`config.mk`:
```
export PLATFORM = sky130hd
export DESIGN_NAME = cursor_controller
export DESIGN_NICKNAME = d
export VERILOG_FILES = /design/src/rtl/life_pkg.sv /design/src/rtl/sync_edge.sv /design/src/rtl/cursor_controller.sv
export SDC_FILE = /design/constraint.sdc
export NUM_CORES = 1
export LEC_CHECK = 0
export ABC_AREA = 1
export CAP_MARGIN = 20
export CELL_PAD_IN_SITES_DETAIL_PLACEMENT = 1
export CELL_PAD_IN_SITES_GLOBAL_PLACEMENT = 2
export CORE_MARGIN = 5
export CORE_UTILIZATION = 17
export CTS_CLUSTER_SIZE = 25
export DETAILED_ROUTE_END_ITERATION = 16
export GPL_TIMING_DRIVEN = 0
export PLACE_DENSITY_LB_ADDON = 0.1
export REMOVE_ABC_BUFFERS = 1
export SYNTH_ARGS = -nofsm -noshare
export SYNTH_HDL_FRONTEND = slang
export SYNTH_SLANG_ARGS = --single-unit
```
`constraint.sdc`:
```
create_clock -name clk -period 3.65 [get_ports clk]
set_input_delay 0.73 -clock clk [delete_from_list [all_inputs] [get_ports clk]]
set_output_delay 0.73 -clock clk [all_outputs]
set_load 0.01 [all_outputs]
```
`src/rtl/life_pkg.sv`:
```
// Shared sizing, key indices and cell addressing for the Game-of-Life LED array.
package life_pkg;

   localparam int ROWS  = 16;
   localparam int COLS  = 16;
   localparam int ROW_W = $clog2(ROWS);
   localparam int COL_W = $clog2(COLS);

   typedef enum int unsigned {
      K_UP     = 0,
      K_DOWN   = 1,
      K_LEFT   = 2,
      K_RIGHT  = 3,
      K_TOGGLE = 4
   } key_e;

   localparam int NUM_KEYS = 5;

   // Row-major flat index of a cell; cols defaults to the array width.
   function automatic int cell_index(input int row, input int col, input int cols = COLS);
      return row * cols + col;
   endfunction

endpackage

```
`src/rtl/sync_edge.sv`:
```
// Two-flop synchroniser for an asynchronous board input with a one-cycle rising-edge pulse.
module sync_edge (
   input  logic clk,
   input  logic reset,
   input  logic raw,
   output logic level,
   output logic pulse
);

   logic meta;
   logic stable;
   logic prev;

   always_ff @(posedge clk) begin
      if (reset) begin
         meta   <= 1'b0;
         stable <= 1'b0;
         prev   <= 1'b0;
      end else begin
         meta   <= raw;
         stable <= meta;
         prev   <= stable;
      end
   end

   assign level = stable;
   // A held key yields one pulse; prev must drop before another can fire.
   assign pulse = stable & ~prev;

endmodule

```
`src/rtl/cursor_controller.sv`:
```
// Cursor, cell-toggle and generation-tick control for the Game-of-Life pixel array.
module cursor_controller #(
   parameter int ROWS     = 16,
   parameter int COLS     = 16,
   parameter int TICK_DIV = 25000000
) (
   input  logic                     clk,
   input  logic                     reset,
   input  logic                     key_up,
   input  logic                     key_down,
   input  logic                     key_left,
   input  logic                     key_right,
   input  logic                     key_toggle,
   input  logic                     setup,
   output logic [$clog2(ROWS)-1:0]  cursor_row,
   output logic [$clog2(COLS)-1:0]  cursor_col,
   output logic [ROWS*COLS-1:0]     selected,
   output logic                     toggle,
   output logic                     gen_step,
   output logic                     setup_sync
);
   import life_pkg::*;

   localparam int RW    = $clog2(ROWS);
   localparam int CW    = $clog2(COLS);
   localparam int SEL_W = $clog2(ROWS * COLS);
   localparam int CNT_W = $clog2(TICK_DIV);

   logic [NUM_KEYS-1:0] key_raw;
   logic [NUM_KEYS-1:0] unused_key_lvl;
   logic [NUM_KEYS-1:0] key_press;
   logic                unused_setup_rise;

   assign key_raw[K_UP]     = key_up;
   assign key_raw[K_DOWN]   = key_down;
   assign key_raw[K_LEFT]   = key_left;
   assign key_raw[K_RIGHT]  = key_right;
   assign key_raw[K_TOGGLE] = key_toggle;

   sync_edge u_key [NUM_KEYS-1:0] (
      .clk   (clk),
      .reset (reset),
      .raw   (key_raw),
      .level (unused_key_lvl),
      .pulse (key_press)
   );

   sync_edge u_setup (
      .clk   (clk),
      .reset (reset),
      .raw   (setup),
      .level (setup_sync),
      .pulse (unused_setup_rise)
   );

   // ---------------- cursor movement ----------------
   logic [RW-1:0] row_nxt;
   logic [CW-1:0] col_nxt;

   always_comb begin
      row_nxt = cursor_row;
      col_nxt = cursor_col;
      if (key_press[K_UP] && !key_press[K_DOWN])
         row_nxt = (cursor_row == '0) ? RW'(ROWS - 1) : cursor_row - RW'(1);
      else if (key_press[K_DOWN] && !key_press[K_UP])
         row_nxt = (cursor_row == RW'(ROWS - 1)) ? '0 : cursor_row + RW'(1);
      if (key_press[K_LEFT] && !key_press[K_RIGHT])
         col_nxt = (cursor_col == '0) ? CW'(COLS - 1) : cursor_col - CW'(1);
      else if (key_press[K_RIGHT] && !key_press[K_LEFT])
         col_nxt = (cursor_col == CW'(COLS - 1)) ? '0 : cursor_col + CW'(1);
   end

   // A toggle press wins over moves so the flipped cell is the one on display.
   always_ff @(posedge clk) begin
      if (reset) begin
         cursor_row <= '0;
         cursor_col <= '0;
         toggle     <= 1'b0;
      end else begin
         toggle <= setup_sync & key_press[K_TOGGLE];
         if (setup_sync && !key_press[K_TOGGLE]) begin
            cursor_row <= row_nxt;
            cursor_col <= col_nxt;
         end
      end
   end

   // ---------------- cursor map ----------------
   logic [SEL_W-1:0] sel_idx;

   assign sel_idx = SEL_W'(cell_index(int'(cursor_row), int'(cursor_col), COLS));

   always_comb begin
      selected = '0;
      if (setup_sync)
         selected[sel_idx] = 1'b1;
   end

   // ---------------- generation tick ----------------
   logic [CNT_W-1:0] tick_cnt;

   always_ff @(posedge clk) begin
      if (reset || setup_sync) begin
         tick_cnt <= '0;
         gen_step <= 1'b0;
      end else if (tick_cnt == CNT_W'(TICK_DIV - 1)) begin
         tick_cnt <= '0;
         gen_step <= 1'b1;
      end else begin
         tick_cnt <= tick_cnt + CNT_W'(1);
         gen_step <= 1'b0;
      end
   end

endmodule

```
==> run metrics <==
syn avg cell area 5.42 sq um; clk root buf clkbuf_16; Final Slew Violations 0; Hold Startpoint u_setup.meta; Distinct cells, synth 31; Placer Congestion 0.768; WL final 25.6 mm; CTS tree built; post-route core utilization 0.307; Post-CTS Setup Bufs 0; initial antenna violation count 0; Slew HR 0.481; Final Instance Area 7220 sq um; PD cells 162 nW/um^2; actual slew at the worst max-slew pin 0.777 ns; Die Height 165 um; Placed Area 7040 sq um; critical path's slowest cell dfxtp_2; Routed Antenna Nets 0; Hold Path Sink u_setup.level; DR iter-0 viols 256; Area growth syn-to-layout 77.1%; non-filler cells, final 1,322; Yosys reg bits 52; H-Tree Depth 2; Final nets 1,023; Final Hold Fails 0; CP Launch Type register; count leader, synth nor2_1; largest net degree at the start of global routing 30; Setup CP Type reg2out; Rows 56; worst path required time 2.92 ns; grt ovf 0; # diodes 0; Final Cycle Share 0.922; Max Fanout on Critical Path 29; Cells after Synth 752; post-DP HPWL 21.0 mm; number of max-cap violations 0; HP Class reg2reg; clk_lat worst skew 0.30 ns; share of layout cells above drive strength 1 0.0369; sequential area share after synthesis 0.255; PortBufs 274; worst-case vdd ir drop 0.168 mV; vias in the first global route 5,488; first-pass GRT wire length 37.1 mm; endpoint class of the critical path output port; top cells by area, synth nor2_1, dfxtp_1, nand2_1; CP max stage delay 0.73 ns; core box area 23,500 sq um; CTS clk-pin slew, worst paths 0.08 ns; cell taking the most area after synthesis nor2_1; final hold slack 0.398 ns; DR vias/cell 4.11; reg2reg start cursor_row[2]; CP arrival 2.64 ns; top cell type's share of synthesized area 0.330; hold path depth 2; setup slack after placement 0.00618 ns; Ys Warns 0; Post-synth top cells nor2_1, nand2_1, inv_1, dfxtp_1, nand3_1; DP Cell Count 1,314; maximum clock rate 297 MHz; Final Setup Violations 0; Synth Flop Type dfxtp_1; # hold bufs at CTS 0; count of flip-flops with a built-in enable after synthesis 0; RSZ-0062 raised after global routing false; CTS max path bufs 2; Setup Skew 0.00880 ns; worst r2r path cells 5; Sink Count 52; Leak Pwr 2.23 nW; mapped cell area 4080 sq um; routed len/inst 19.3 um; critical path cell sequence nand4_1 > nor2_1 > clkdlybuf4s50_1; GRT Util Overall 0.180; Reg-to-Reg End cursor_row[0]; minimum clock period 3.37 ns; top-level port count 275; Reg2Reg Setup Slack 1.78 ns; min setup slack post-route 0.284 ns; status completed; Total Die Area 27,200 sq um; First-pass DRT Iterations 4; Async SR Flop Fraction 0; Num CTS Buffers 5; vias 5,433; Starting Density 0.173; die width 165 um; DRC Markers 0
[area by class of cell]
class,count,area [sq um]
multi-input cells,589,2580
clock inverters,3,25.0
repair buffers,274,2740
clock buffers,5,125
flip-flops and latches,52,1040
well taps,319,399
inverters,80,300
fillers,3036,16300
[layout by cell type, fill, tap and decap left out, drive strengths merged]
master | synthesis | layout
nand2 | 122 | 122
a31oi | 2 | 2
xnor2 | 5 | 5
nor2 | 365 | 365
o21a | 1 | 1
clkdlybuf4s50 | 0 | 274
clkbuf | 5 | 5
nand4 | 4 | 4
or2 | 5 | 5
xor2 | 8 | 8
inv | 78 | 80
dfxtp | 52 | 52
clkinvlp | 0 | 1
ha | 13 | 13
nand3 | 30 | 30
clkinv | 2 | 2
and2 | 1 | 1
nor3 | 2 | 2
o21ai | 14 | 14
a21oi | 16 | 16
o211ai | 1 | 1
[stage by stage]
| step | TNS, ns | power, mW |
|---|---|---|
| 2_1_floorplan | 0 | 0.652 |
| 3_3_place_gp | -0.00201 | 0.694 |
| 3_5_place_dp | 0 | 0.696 |
| 4_1_cts | 0 | 1.21 |
| 5_1_grt | 0 | 1.24 |
| 6_report | 0 | 1.17 |
[state kept, by name, summed over array words and instances, names as in the netlist]
register       flops
u_key.meta         5
toggle             1
cursor_col         4
u_key.level        5
gen_step           1
u_key.prev         5
u_setup.meta       1
u_setup.level      1
cursor_row         4
tick_cnt          25
[power by group]
part | internal (mW) | switching [mW] | total (mW)
Combinational | 0.0302 | 0.0568 | 0.0870
Clock | 0.260 | 0.232 | 0.491
Sequential | 0.579 | 0.0131 | 0.592
[repair_timing]
item                                   in CTS  in global routing
endpoints found under the hold margin       0                  0
setup endpoints to repair                  58                 25
gates resized for setup                     3                  4
pin swaps                                   0                  0
[critical path: cells and delay by family (launching register included)]
kind | cells | cell delay (ns)
buffers and inverters | 1 | 0.63
AND/OR/NAND/NOR | 2 | 0.95
flip-flops | 1 | 0.73
[layer usage]
metal  up-vias  part of all wire  track usage  routed length (um)
met1      2509              0.41        0.218               10500
li1       2738                 -            -                   -
met2       165              0.50        0.329               12900
met5         -                 0            0                   0
met4         0             0.016       0.0348                 403
met3        21             0.069       0.0364                1770
[kinds of logic after synthesis]
group | Yosys count | share of synthesized area
AO/OA/AOI/OAI | 34 | 0.0436
XOR/XNOR | 13 | 0.0279
adder cells (fa/ha/maj) | 13 | 0.0399
buffers and inverters | 111 | 0.117
flip-flops | 52 | 0.255
AND/OR/NAND/NOR | 529 | 0.517
[worst max path at each step]
stage | startpoint | endpoint | slack (ns) | depth (start not counted)
2_1_floorplan | u_setup.level | selected[20] | 1.22 | 2
3_5_place_dp | u_setup.level | selected[20] | 0.006 | 3
6_report | u_setup.level | selected[111] | 0.28 | 3
3_3_place_gp | u_setup.level | selected[20] | -0.002 | 3
4_1_cts | cursor_row[0] | selected[201] | 0.1 | 7
5_1_grt | cursor_row[0] | selected[79] | 0.02 | 7
Power figures use the tool's default switching activity.
